## src/rtl/seq_divider.sv

```systemverilog
// Sequential restoring divider: one quotient bit per cycle, signed or unsigned.
// Computes on operand magnitudes, then applies the result signs in a final fix-up cycle.
module seq_divider #(
    parameter int unsigned WIDTH = 32
) (
    input  logic             clk_i,
    input  logic             rst_ni,
    input  logic             start_i,
    input  logic             is_signed_i,
    input  logic             cancel_i,
    input  logic [WIDTH-1:0] dividend_i,
    input  logic [WIDTH-1:0] divisor_i,
    output logic             busy_o,
    output logic             done_o,
    output logic [WIDTH-1:0] quotient_o,
    output logic [WIDTH-1:0] remainder_o
);

    localparam int unsigned CntW = (WIDTH > 1) ? $clog2(WIDTH) : 1;

    localparam logic [2:0] StIdle = 3'd0;
    localparam logic [2:0] StPrep = 3'd1;
    localparam logic [2:0] StIter = 3'd2;
    localparam logic [2:0] StFix  = 3'd3;
    localparam logic [2:0] StDone = 3'd4;

    logic [2:0]       state_q, state_d;
    logic [CntW-1:0]  cnt_q, cnt_d;
    logic [WIDTH-1:0] dvd_q, dvd_d;
    logic [WIDTH-1:0] dvs_q, dvs_d;
    logic             sgn_q, sgn_d;
    logic             q_neg_q, q_neg_d;
    logic             r_neg_q, r_neg_d;
    logic [WIDTH-1:0] prem_q, prem_d;
    logic [WIDTH-1:0] wquo_q, wquo_d;
    logic [WIDTH-1:0] quo_q, quo_d;
    logic [WIDTH-1:0] rem_q, rem_d;
    logic [WIDTH:0]   trial;

    // Shifted partial remainder minus divisor magnitude; MSB set means restore.
    assign trial = {prem_q, wquo_q[WIDTH-1]} - {1'b0, dvs_q};

    always_comb begin
        state_d = state_q;
        cnt_d   = cnt_q;
        dvd_d   = dvd_q;
        dvs_d   = dvs_q;
        sgn_d   = sgn_q;
        q_neg_d = q_neg_q;
        r_neg_d = r_neg_q;
        prem_d  = prem_q;
        wquo_d  = wquo_q;
        quo_d   = quo_q;
        rem_d   = rem_q;
        case (state_q)
            StIdle, StDone: begin
                state_d = StIdle;
                if (start_i && !cancel_i) begin
                    state_d = StPrep;
                    dvd_d   = dividend_i;
                    dvs_d   = divisor_i;
                    sgn_d   = is_signed_i;
                end
            end
            StPrep: begin
                if (cancel_i) begin
                    state_d = StIdle;
                end else begin
                    wquo_d  = (sgn_q && dvd_q[WIDTH-1]) ? -dvd_q : dvd_q;
                    dvs_d   = (sgn_q && dvs_q[WIDTH-1]) ? -dvs_q : dvs_q;
                    q_neg_d = sgn_q & (dvd_q[WIDTH-1] ^ dvs_q[WIDTH-1]);
                    r_neg_d = sgn_q & dvd_q[WIDTH-1];
                    prem_d  = '0;
                    cnt_d   = CntW'(WIDTH - 1);
                    state_d = StIter;
                end
            end
            StIter: begin
                if (cancel_i) begin
                    state_d = StIdle;
                end else begin
                    if (!trial[WIDTH]) begin
                        prem_d = trial[WIDTH-1:0];
                        wquo_d = {wquo_q[WIDTH-2:0], 1'b1};
                    end else begin
                        prem_d = {prem_q[WIDTH-2:0], wquo_q[WIDTH-1]};
                        wquo_d = {wquo_q[WIDTH-2:0], 1'b0};
                    end
                    if (cnt_q == '0) begin
                        state_d = StFix;
                    end else begin
                        cnt_d = cnt_q - CntW'(1);
                    end
                end
            end
            StFix: begin
                if (cancel_i) begin
                    state_d = StIdle;
                end else begin
                    // A zero divisor leaves the all-ones quotient unsigned-looking in both modes.
                    quo_d   = (q_neg_q && (dvs_q != '0)) ? -wquo_q : wquo_q;
                    rem_d   = r_neg_q ? -prem_q : prem_q;
                    state_d = StDone;
                end
            end
            default: state_d = StIdle;
        endcase
    end

    always_ff @(posedge clk_i or negedge rst_ni) begin
        if (!rst_ni) begin
            state_q <= StIdle;
            cnt_q   <= '0;
            dvd_q   <= '0;
            dvs_q   <= '0;
            sgn_q   <= 1'b0;
            q_neg_q <= 1'b0;
            r_neg_q <= 1'b0;
            prem_q  <= '0;
            wquo_q  <= '0;
            quo_q   <= '0;
            rem_q   <= '0;
        end else begin
            state_q <= state_d;
            cnt_q   <= cnt_d;
            dvd_q   <= dvd_d;
            dvs_q   <= dvs_d;
            sgn_q   <= sgn_d;
            q_neg_q <= q_neg_d;
            r_neg_q <= r_neg_d;
            prem_q  <= prem_d;
            wquo_q  <= wquo_d;
            quo_q   <= quo_d;
            rem_q   <= rem_d;
        end
    end

    assign busy_o      = (state_q == StPrep) || (state_q == StIter) || (state_q == StFix);
    assign done_o      = (state_q == StDone);
    assign quotient_o  = quo_q;
    assign remainder_o = rem_q;

endmodule

```

## config.mk

```make
export PLATFORM = sky130hd
export DESIGN_NAME = seq_divider
export DESIGN_NICKNAME = d
export VERILOG_FILES = /design/src/rtl/seq_divider.sv
export SDC_FILE = /design/constraint.sdc
export NUM_CORES = 1
export LEC_CHECK = 0
export BUFFER_PORTS_ARGS = -buffer_cell sky130_fd_sc_hd__buf_4
export CAP_MARGIN = 20
export CORE_MARGIN = 5
export CORE_UTILIZATION = 60
export CTS_CLUSTER_DIAMETER = 100
export DETAILED_ROUTE_END_ITERATION = 10
export PLACE_DENSITY = 0.91
export SYNTH_ARGS = -nofsm -noshare
export SYNTH_HDL_FRONTEND = slang
export SYNTH_SLANG_ARGS = --single-unit
```

## constraint.sdc

```tcl
create_clock -name clk_i -period 4.4 [get_ports clk_i]
set_input_delay 0.88 -clock clk_i [delete_from_list [all_inputs] [get_ports clk_i]]
set_output_delay 0.88 -clock clk_i [all_outputs]
set_load 0.005 [all_outputs]
```

==> metrics, run 1 <==
largest net degree at the start of global routing 126; critical path startpoint dvs_q[1]$_DFFE_PN0P_; status finished, final reports clean; Crit Path Class reg -> reg; register area 5080 sq um; switching power 2.57 mW; fin nets 1676; sequential-to-total area share from yosys stat 0.410; synthesized area 12400 sq um; via count 11500; post-synth top area cell dfrtp_1; Crit path arrival time 4210 ps; crit-path cells inv_1 -> ha_1 -> or3b_2 -> or4_1 -> nand4b_1 -> nor4b_1 -> nand4_1 -> and2_1 -> o31ai_1 -> xor2_1 -> o21ai_0; share of cells above drive strength 1 0.132; Post-CTS Setup Repair Bufs 0; First DRT Iteration DRCs 1255; DR WL/cell 18.4 um; sw frac 0.366; Worst Skew 13.0 ps; clock power share 0.279; cts hold-fix bufs 0; filler instances 1582; Max-Slew Margin vs Limit 0.301; post-CTS resize count 0; port bufs 134; initial core utilization 0.610; fin crit share 0.865; All-Layer GR Usage 0.282; peak supply drop 0.000344 V; Detail Placement HPWL 24600 um; Synth cell types 67; sequential share of power 0.409; RSZ-0062 raised after global routing no; Initial DRT Pass Iterations 8; RR Startpoint dvs_q[1]$_DFFE_PN0P_; static leakage 6.68 nW; setup violation total in the final timing report 0; clk_lat worst skew 530 ps; Crit. End Element flip-flop; final hold viol count 0; fin crit period 3810 ps; Slowest-stage cell, CP and2_1; total power 7.02 mW; Max Root-Sink Buffers 3; Core ar. 20300 sq um; CTS tree yes; #FFs+latches synth 203; hold slack 326 ps; n_diodes 0; Post-synth EDFFs 0; total wire length 34200 um; worst path bufs/invs 1; Slew @ Worst Pin 1050 ps; Top FF cell, synth dfrtp_1; Required @ worst endpoint 4800 ps; Final Max Tran Viols 0; hold crit path type in -> async; initial antenna violation count 0; DIE AREA 23600 sq um; GPL Wtd Cong 0.968; Synth top area share 0.410; IO Pins 135; grt ovf 0; CTS root buf clkbuf_16; die span in y 154 um; cell family with most CP delay simple AND/OR/NAND/NOR gates; first-pass GRT wire length 56000 um; most common cell in the netlist nand2_1; vias per cell 6.20; TritonCTS Sinks 203; Synth area leaders dfrtp_1 (41%), nand2_1 (8.6%), o21ai_0 (7.8%), xor2_1 (5.9%), ha_1 (3.8%); Startpoint Class flip-flop; Die W 154 um; Combinational Power Share 0.312; syn_nets 1579; Synth Area per Inst 8.41 sq um; row count 52; max_cap viols 0; CP Max Fanout 25; cts bufs inserted 23; vias in the first global route 11000; Critical Path Max Stage Delay 500 ps; list of most frequent post-synthesis cells nand2_1 (285), dfrtp_1 (203), o21ai_0 (193); DRC viols 0; PD cells 487 nW/um^2; async set or reset register ratio after synthesis 1.00; Final ANT Viol Nets 0; Syn Inst Count 1471; area of the multi-input gates 6830 sq um; Max Freq 263 MHz; Layout area overhead 16.5%; Setup TNS Final 0 ps; internal power 4.45 mW; yosys warns 0; Reg clk slew, reported paths 60 ps; CTS H-Tree Depth 1
==> state kept, by name (all words and copies together) (netlist names) <==
| signal | count |
|---|---|
| state_q | 3 |
| wquo_q | 32 |
| sgn_q | 1 |
| dvd_q | 32 |
| q_neg_q | 1 |
| prem_q | 32 |
| cnt_q | 5 |
| r_neg_q | 1 |
| remainder_o | 32 |
| dvs_q | 32 |
| quotient_o | 32 |
==> per-layer routing <==
layer | up-vias | part of all wire | global-route usage
met4 | 0 | 0.015 | 0.0601
met3 | 53 | 0.093 | 0.0408
met2 | 540 | 0.44 | 0.432
met5 | - | 0 | 0
li1 | 5374 | - | -
met1 | 5543 | 0.45 | 0.429
==> cell families (layout without fill, tap and decap cells) <==
group / Yosys count / after routing / synth area share
multiplexers: 31 / 31 / 0.0251
buffers and inverters: 131 / 245 / 0.0401
AND/OR/NAND/NOR: 541 / 541 / 0.203
XOR/XNOR: 118 / 118 / 0.0835
AO/OA/AOI/OAI: 408 / 408 / 0.198
flip-flops: 203 / 203 / 0.410
adder cells (fa/ha/maj): 39 / 39 / 0.0400
==> layout make-up <==
cell class	count	share of cell area
Sequential cell	203	0.352
Tap cell	270	0.0234
Clock inverter	7	0.00694
Multi-Input combinational cell	1137	0.474
Timing Repair Buffer	151	0.0836
Clock buffer	35	0.0465
Inverter	52	0.0135
==> power by group through the flow <==
stage               Combinational [mW]  Clock, mW  Sequential (mW)
floorplan                         1.42          0             2.71
global placement                  2.05          0             2.83
detailed placement                2.14          0             2.88
CTS                               2.17       1.97             2.85
global route                      2.44       2.05             2.93
finish                            2.19       1.96             2.87
==> layout by cell type, fill, tap and decap left out, types with 27 or more instances in the layout <==
master | netlist | routed
nand2_1 | 285 | 285
dfrtp_1 | 203 | 203
o21ai_0 | 193 | 193
buf_4 | 0 | 145
a21oi_1 | 88 | 88
nor2_1 | 87 | 86
xor2_1 | 83 | 83
inv_1 | 52 | 52
ha_1 | 38 | 38
xnor2_1 | 35 | 34
mux2i_1 | 31 | 31
nor3_1 | 28 | 28
or3_1 | 27 | 27
==> per-stage QoR <==
stage	setup slack [ps]	util	area (sq um)	cells
after global placement	797	0.670	13600	1811
after CTS	605	0.708	14400	1853
after floorplan	998	-	12400	1471
final	592	0.710	14400	1855
after detailed placement	624	0.670	13600	1811
after global routing	305	0.710	14400	1855
==> final timing paths <==
path,to,slack (ps),depth (start not counted)
hold reg to reg,remainder_o[6]$_DFFE_PN0P_,480,2
setup reg to reg,quotient_o[5]$_DFFE_PN0P_,590,11
setup / recovery,quotient_o[5]$_DFFE_PN0P_,590,11
hold / removal,dvs_q[15]$_DFFE_PN0P_,330,1
max in group asynchronous,wquo_q[26]$_DFFE_PN0P_,3030,3
min in group clk_i,remainder_o[6]$_DFFE_PN0P_,480,2
(Power assumes the default switching activity.)
==> run 2, diff against run 1 <==
--- a/config.mk
+++ b/config.mk
@@ -8,10 +8,10 @@
 export BUFFER_PORTS_ARGS = -buffer_cell sky130_fd_sc_hd__buf_4
 export CAP_MARGIN = 20
 export CORE_MARGIN = 5
-export CORE_UTILIZATION = 60
+export CORE_UTILIZATION = 30
 export CTS_CLUSTER_DIAMETER = 100
 export DETAILED_ROUTE_END_ITERATION = 10
-export PLACE_DENSITY = 0.91
+export PLACE_DENSITY = 0.56
 export SYNTH_ARGS = -nofsm -noshare
 export SYNTH_HDL_FRONTEND = slang
 export SYNTH_SLANG_ARGS = --single-unit
==> metrics, run 2 (same netlist as run 1, synthesis figures left out) <==
All-Layer GR Usage 0.159 (was 0.282); Max Freq 260 MHz (was 263 MHz); CP Max Fanout 25 (unchanged); routed length on met1 19500 um (was 15300 um); n_diodes 0 (unchanged); CTS H-Tree Depth 1 (unchanged); met3 routed WL 1870 um (was 3190 um); max_cap viols 0 (unchanged); Slew @ Worst Pin 1020 ps (was 1050 ps); fin crit period 3850 ps (was 3810 ps); TritonCTS Sinks 203 (unchanged); Startpoint Class flip-flop (unchanged); Core ar. 40800 sq um (was 20300 sq um); commonest non-fill, non-tap cell in the layout nand2_1 (unchanged); grt ovf 0 (unchanged); RSZ-0062 raised after global routing no (unchanged); CTS root buf clkbuf_16 (unchanged); via count 10800 (was 11500); Critical Path Max Stage Delay 510 ps (was 500 ps); Layout area overhead 19.5% (was 16.5%); area of the multi-input gates 6830 sq um (unchanged); clk_lat worst skew 540 ps (was 530 ps); port bufs 134 (unchanged); Reg clk slew, reported paths 60 ps (about the same); row count 74 (was 52); Initial DRT Pass Iterations 7 (was 8); most frequent cells in the layout nand2_1 (285), dfrtp_1 (203), o21ai_0 (193), buf_4 (148), a21oi_1 (88) (was nand2_1 (285), dfrtp_1 (203), o21ai_0 (193), buf_4 (145), a21oi_1 (88)); DR top layer met4 (unchanged); cell family with most CP delay simple AND/OR/NAND/NOR gates (unchanged); final hold viol count 0 (unchanged); vias per cell 5.07 (was 6.20); crit-path cells inv_1 -> ha_1 -> or3b_2 -> or4_1 -> nand4b_1 -> nor4b_1 -> nand4_1 -> and2_1 -> o21ai_0 -> xor2_1 -> o21ai_0 (was inv_1 -> ha_1 -> or3b_2 -> or4_1 -> nand4b_1 -> nor4b_1 -> nand4_1 -> and2_1 -> o31ai_1 -> xor2_1 -> o21ai_0); cts hold-fix bufs 0 (unchanged); Crit path arrival time 4240 ps (was 4210 ps); setup violation total in the final timing report 0 (unchanged); register area 5080 sq um (unchanged); Max Root-Sink Buffers 3 (unchanged); Crit Path Class reg -> reg (unchanged); hold crit path type in -> async (unchanged); filler instances 4222 (was 1582); initial antenna violation count 0 (unchanged); fin crit share 0.875 (was 0.865); post-route cell area 14800 sq um (was 14400 sq um); Area after DPL 14000 sq um (was 13600 sq um); cts bufs inserted 25 (was 23); status finished, final reports clean (unchanged); Detail Placement HPWL 27800 um (was 24600 um); Max-Slew Margin vs Limit 0.322 (was 0.301); static leakage 6.70 nW (was 6.68 nW); largest net degree at the start of global routing 106 (was 126); fin nets 1679 (was 1676); IO Pins 135 (unchanged); DR WL/cell 17.5 um (was 18.4 um); total wire length 37100 um (was 34200 um); first-pass GRT wire length 58600 um (was 56000 um); Post-CTS Setup Repair Bufs 0 (unchanged); Die W 213 um (was 154 um); Crit. End Element flip-flop (unchanged); DRC viols 0 (unchanged); Slowest-stage cell, CP nor4b_1 (was and2_1); worst path bufs/invs 1 (unchanged); Final ANT Viol Nets 0 (unchanged); PD cells 481 nW/um^2 (was 487 nW/um^2); CTS tree yes (unchanged); die span in y 213 um (was 154 um); share of cells above drive strength 1 0.135 (was 0.132); Final Max Tran Viols 0 (unchanged); peak supply drop 0.000282 V (was 0.000344 V); initial core utilization 0.303 (was 0.610); First DRT Iteration DRCs 741 (was 1255); Worst Skew 20.3 ps (was 13.0 ps); non-filler instance count after layout 2119 (was 1855); post-CTS resize count 0 (unchanged); dpl cells 2076 (was 1811); CP dominant cell by count o21ai_0; DIE AREA 45400 sq um (was 23600 sq um); GPL Wtd Cong 0.849 (was 0.968); total power 7.12 mW (was 7.02 mW); Required @ worst endpoint 4790 ps (was 4800 ps); vias in the first global route 10200 (was 11000); met2 WL post-DR 15000 um (was 15200 um); Setup TNS Final 0 ps (unchanged)
-- run 2: path summary, 6_finish.rpt --
kind	startpoint	to	slack, ps	cells after the start
min in group clk_i	remainder_o[4]$_DFFE_PN0P_	remainder_o[4]$_DFFE_PN0P_	480	2
max in group asynchronous	rst_ni	quotient_o[5]$_DFFE_PN0P_	3060	2
worst max register to register	dvs_q[1]$_DFFE_PN0P_	quotient_o[22]$_DFFE_PN0P_	550	11
worst min-delay path	rst_ni	dvs_q[18]$_DFFE_PN0P_	470	1
worst max-delay path	dvs_q[1]$_DFFE_PN0P_	quotient_o[22]$_DFFE_PN0P_	550	11
worst min register to register	remainder_o[4]$_DFFE_PN0P_	remainder_o[4]$_DFFE_PN0P_	480	2
-- run 2: layer usage --
layer | track usage | up-vias
met5 | 0 | -
li1 | - | 5395
met4 | 0.0358 | 0
met1 | 0.257 | 5084
met3 | 0.0247 | 44
met2 | 0.222 | 230
-- run 2: layout make-up --
type                    count  share of cell area
well taps                 532              0.0450
clock inverters            10             0.00931
multi-input cells        1137               0.462
flip-flops and latches    203               0.343
inverters                  52              0.0132
clock buffers              33              0.0470
repair buffers            152              0.0801
-- run 2: through the flow --
step / hold WS, ps / setup WS (ps) / utilization
after floorplan: 447 / 998 / -
final: 470 / 548 / 0.362
after detailed placement: 472 / 575 / 0.342
after global routing: 500 / 199 / 0.362
after CTS: 485 / 536 / 0.362
after global placement: 467 / 630 / 0.342
-- run 2: report_power, final --
group / switching, mW / internal (mW) / leakage (nW)
clock network: 0.809 / 1.28 / 0.410
logic: 1.21 / 0.971 / 3.67
registers: 0.543 / 2.31 / 2.62
total: 2.56 / 4.56 / 6.70
==> run 3, diff against run 2 <==
--- a/config.mk
+++ b/config.mk
@@ -5,6 +5,7 @@
 export SDC_FILE = /design/constraint.sdc
 export NUM_CORES = 1
 export LEC_CHECK = 0
+export ABC_AREA = 1
 export BUFFER_PORTS_ARGS = -buffer_cell sky130_fd_sc_hd__buf_4
 export CAP_MARGIN = 20
 export CORE_MARGIN = 5
==> metrics, run 3 <==
final hold viol count 0 (unchanged); max_cap viols 0 (unchanged); Final Util 0.353 (was 0.362); first-pass GRT wire length 79400 um (was 58600 um); Slew @ Worst Pin 958 ps (was 1020 ps); async set or reset register ratio after synthesis 1.00 (unchanged); All-Layer GR Usage 0.183 (was 0.159); Crit. End Element flip-flop (unchanged); Max Freq 349 MHz (was 260 MHz); Layout area overhead 16.9% (was 19.5%); fin crit share 0.652 (was 0.875); flop-to-flop setup slack 1530 ps (was 550 ps); cts hold-fix bufs 0 (unchanged); cts bufs inserted 25 (unchanged); GPL Wtd Cong 0.923 (was 0.849); clk_lat worst skew 550 ps (was 540 ps); list of most frequent post-synthesis cells nand2_1 (713), inv_1 (287), nand3_1 (216) (was nand2_1 (285), dfrtp_1 (203), o21ai_0 (193)); First DRT Iteration DRCs 1527 (was 741); total wire length 50200 um (was 37100 um); initial core utilization 0.302 (was 0.303); area of the multi-input gates 8210 sq um (was 6830 sq um); die span in y 232 um (was 213 um); Setup TNS Final 0 ps (unchanged); commonest non-fill, non-tap cell in the layout nand2_1 (unchanged); most frequent cells in the layout nand2_1 (713), inv_1 (286), nand3_1 (216), nor2_1 (203), dfrtp_1 (203) (was nand2_1 (285), dfrtp_1 (203), o21ai_0 (193), buf_4 (148), a21oi_1 (88)); CTS root buf clkbuf_16 (unchanged); Slowest-stage cell, CP dfrtp_1 (was nor4b_1); DR WL/cell 16.6 um (was 17.5 um); Detail Placement HPWL 39800 um (was 27800 um); grt ovf 0 (unchanged); initial antenna violation count 0 (unchanged); CTS tree yes (unchanged); CTS H-Tree Depth 1 (unchanged); port bufs 134 (unchanged); fin crit period 2870 ps (was 3850 ps); synthesized area 14700 sq um (was 12400 sq um); cell family with most CP delay simple AND/OR/NAND/NOR gates (unchanged); share of cells above drive strength 1 0.113 (was 0.135); Post-CTS Setup Repair Bufs 0 (unchanged); fin nets 2442 (was 1679); Synth area leaders dfrtp_1 (34%), nand2_1 (18%), nand3_1 (7.3%), inv_1 (7.3%), nor2_1 (5.2%) (was dfrtp_1 (41%), nand2_1 (8.6%), o21ai_0 (7.8%), xor2_1 (5.9%), ha_1 (3.8%)); DRC viols 0 (unchanged); RR Startpoint dvs_q[27]$_DFFE_PN0P_ (was dvs_q[1]$_DFFE_PN0P_); most common cell in the netlist nand2_1 (unchanged); DIE AREA 53700 sq um (was 45400 sq um); crit-path cells inv_1 -> ha_1 -> a21oi_1 -> nand2_1 -> nand2_1 -> nand2_1 -> a21oi_4 -> nand3_4 -> nand2_8 -> nand2_1 -> nand3_1 -> nand2_1 (was inv_1 -> ha_1 -> or3b_2 -> or4_1 -> nand4b_1 -> nor4b_1 -> nand4_1 -> and2_1 -> o21ai_0 -> xor2_1 -> o21ai_0); largest net degree at the start of global routing 76 (was 106); PD cells 557 nW/um^2 (was 481 nW/um^2); static leakage 8.94 nW (was 6.70 nW); Crit Path Class reg -> reg (unchanged); Post-synth EDFFs 0 (unchanged); Required @ worst endpoint 4820 ps (was 4790 ps); #FFs+latches synth 203 (unchanged); post-CTS resize count 0 (unchanged); sequential-to-total area share from yosys stat 0.345 (was 0.410); status finished, final reports clean (unchanged); Initial DRT Pass Iterations 6 (was 7); Synth Area per Inst 6.63 sq um (was 8.41 sq um); RSZ-0062 raised after global routing no (unchanged); worst reg-to-reg path cell count 12 (was 11); peak supply drop 0.000305 V (was 0.000282 V); Worst Skew 15.3 ps (was 20.3 ps); worst path bufs/invs 1 (unchanged); syn_nets 2332 (was 1579); Core ar. 48700 sq um (was 40800 sq um); vias in the first global route 13800 (was 10200); Top FF cell, synth dfrtp_1 (unchanged); setup violation total in the final timing report 0 (unchanged); Die W 232 um (was 213 um); vias per cell 4.84 (was 5.07); yosys warns 0 (unchanged); Final ANT Viol Nets 0 (unchanged); via count 14600 (was 10800); Critical Path Max Stage Delay 450 ps (was 510 ps); CP dominant cell by count nand2_1 (was o21ai_0); Crit path arrival time 3290 ps (was 4240 ps); post-synth top area cell dfrtp_1 (unchanged); reg2reg end prem_q[31]$_DFFE_PN0P_ (was quotient_o[22]$_DFFE_PN0P_); Synth top area share 0.345 (was 0.410); Reg clk slew, reported paths 60 ps (about the same); Syn Inst Count 2224 (was 1471); CP Max Fanout 28 (was 25); row count 81 (was 74); Startpoint Class flip-flop (unchanged); IO Pins 135 (unchanged); hold crit path type in -> async (unchanged); Final Max Tran Viols 0 (unchanged); TritonCTS Sinks 203 (unchanged); Max Root-Sink Buffers 3 (unchanged); Synth cell types 49 (was 67); Max-Slew Margin vs Limit 0.361 (was 0.322); register area 5080 sq um (unchanged); filler instances 5264 (was 4222)
[run 3: cell count changes in the layout (fill, tap and decap cells not counted), moves of 19 or more]
| cell | before | now |
|---|---|---|
| inv_1 | 52 | 286 |
| mux2i_1 | 31 | 0 |
| nand2_1 | 285 | 713 |
| nand3_1 | 11 | 216 |
| nor2_1 | 86 | 203 |
| o211ai_1 | 4 | 30 |
| o21ai_0 | 193 | 129 |
| o31ai_1 | 23 | 4 |
| or3_1 | 27 | 0 |
| xnor2_1 | 34 | 13 |
| xor2_1 | 83 | 55 |
[run 3: final cells by class]
cell class                 count  area share
antenna                        1    0.000145
clock buffer                  35      0.0420
clock inverter                10     0.00494
inverter                     303      0.0661
multi-input combinational   1653       0.477
sequential                   203       0.295
tap                          664      0.0482
timing repair buffer         148      0.0670
[run 3: worst max path at each step]
| stage | endpoint | from | cells past startpoint | slack [ps] |
|---|---|---|---|---|
| floorplan | prem_q[27]$_DFFE_PN0P_ | wquo_q[31]$_DFFE_PN0P_ | 18 | 2190 |
| global placement | dvs_q[25]$_DFFE_PN0P_ | cancel_i | 9 | 1310 |
| detailed placement | dvs_q[25]$_DFFE_PN0P_ | cancel_i | 9 | 1250 |
| CTS | cnt_q[4]$_DFFE_PN0P_ | state_q[2]$_DFFE_PN0P_ | 13 | 1440 |
| global route | prem_q[31]$_DFFE_PN0P_ | dvs_q[19]$_DFFE_PN0P_ | 14 | 1200 |
| finish | prem_q[31]$_DFFE_PN0P_ | dvs_q[27]$_DFFE_PN0P_ | 12 | 1530 |
[run 3: cell families (layout without fill, tap and decap cells)]
group,Yosys count,count (layout),share of synthesized area
buf+inv,368,496,0.0988
fa+ha+maj,39,39,0.0336
other cells,0,1,0
compound gates,290,290,0.112
xor+xnor,68,68,0.0404
simple gates,1256,1256,0.371
flops,203,203,0.345
[run 3: metrics by stage]
stage,cell area [sq um],worst slack (ps),power (mW),hold slack (ps),instances
after global placement,16400,1310,7.50,468,2969
after CTS,17200,1440,9.63,335,3014
final,17200,1530,9.60,347,3017
after floorplan,14700,2190,5.89,470,2224
after global routing,17200,1200,10.4,370,3016
after detailed placement,16400,1250,7.54,472,2969
[run 3: power by group]
| part | switching [mW] | internal [mW] |
|---|---|---|
| logic | 2.92 | 1.51 |
| clock network | 0.834 | 1.20 |
| registers | 0.628 | 2.51 |
| total | 4.38 | 5.22 |
[run 3: metal layers]
layer | up-vias | global-route usage | share of wire
met2 | 426 | 0.264 | 0.41
met1 | 6753 | 0.291 | 0.51
met4 | 0 | 0.0342 | 0.016
met3 | 46 | 0.0230 | 0.062
met5 | - | 0 | 0
li1 | 7379 | - | -
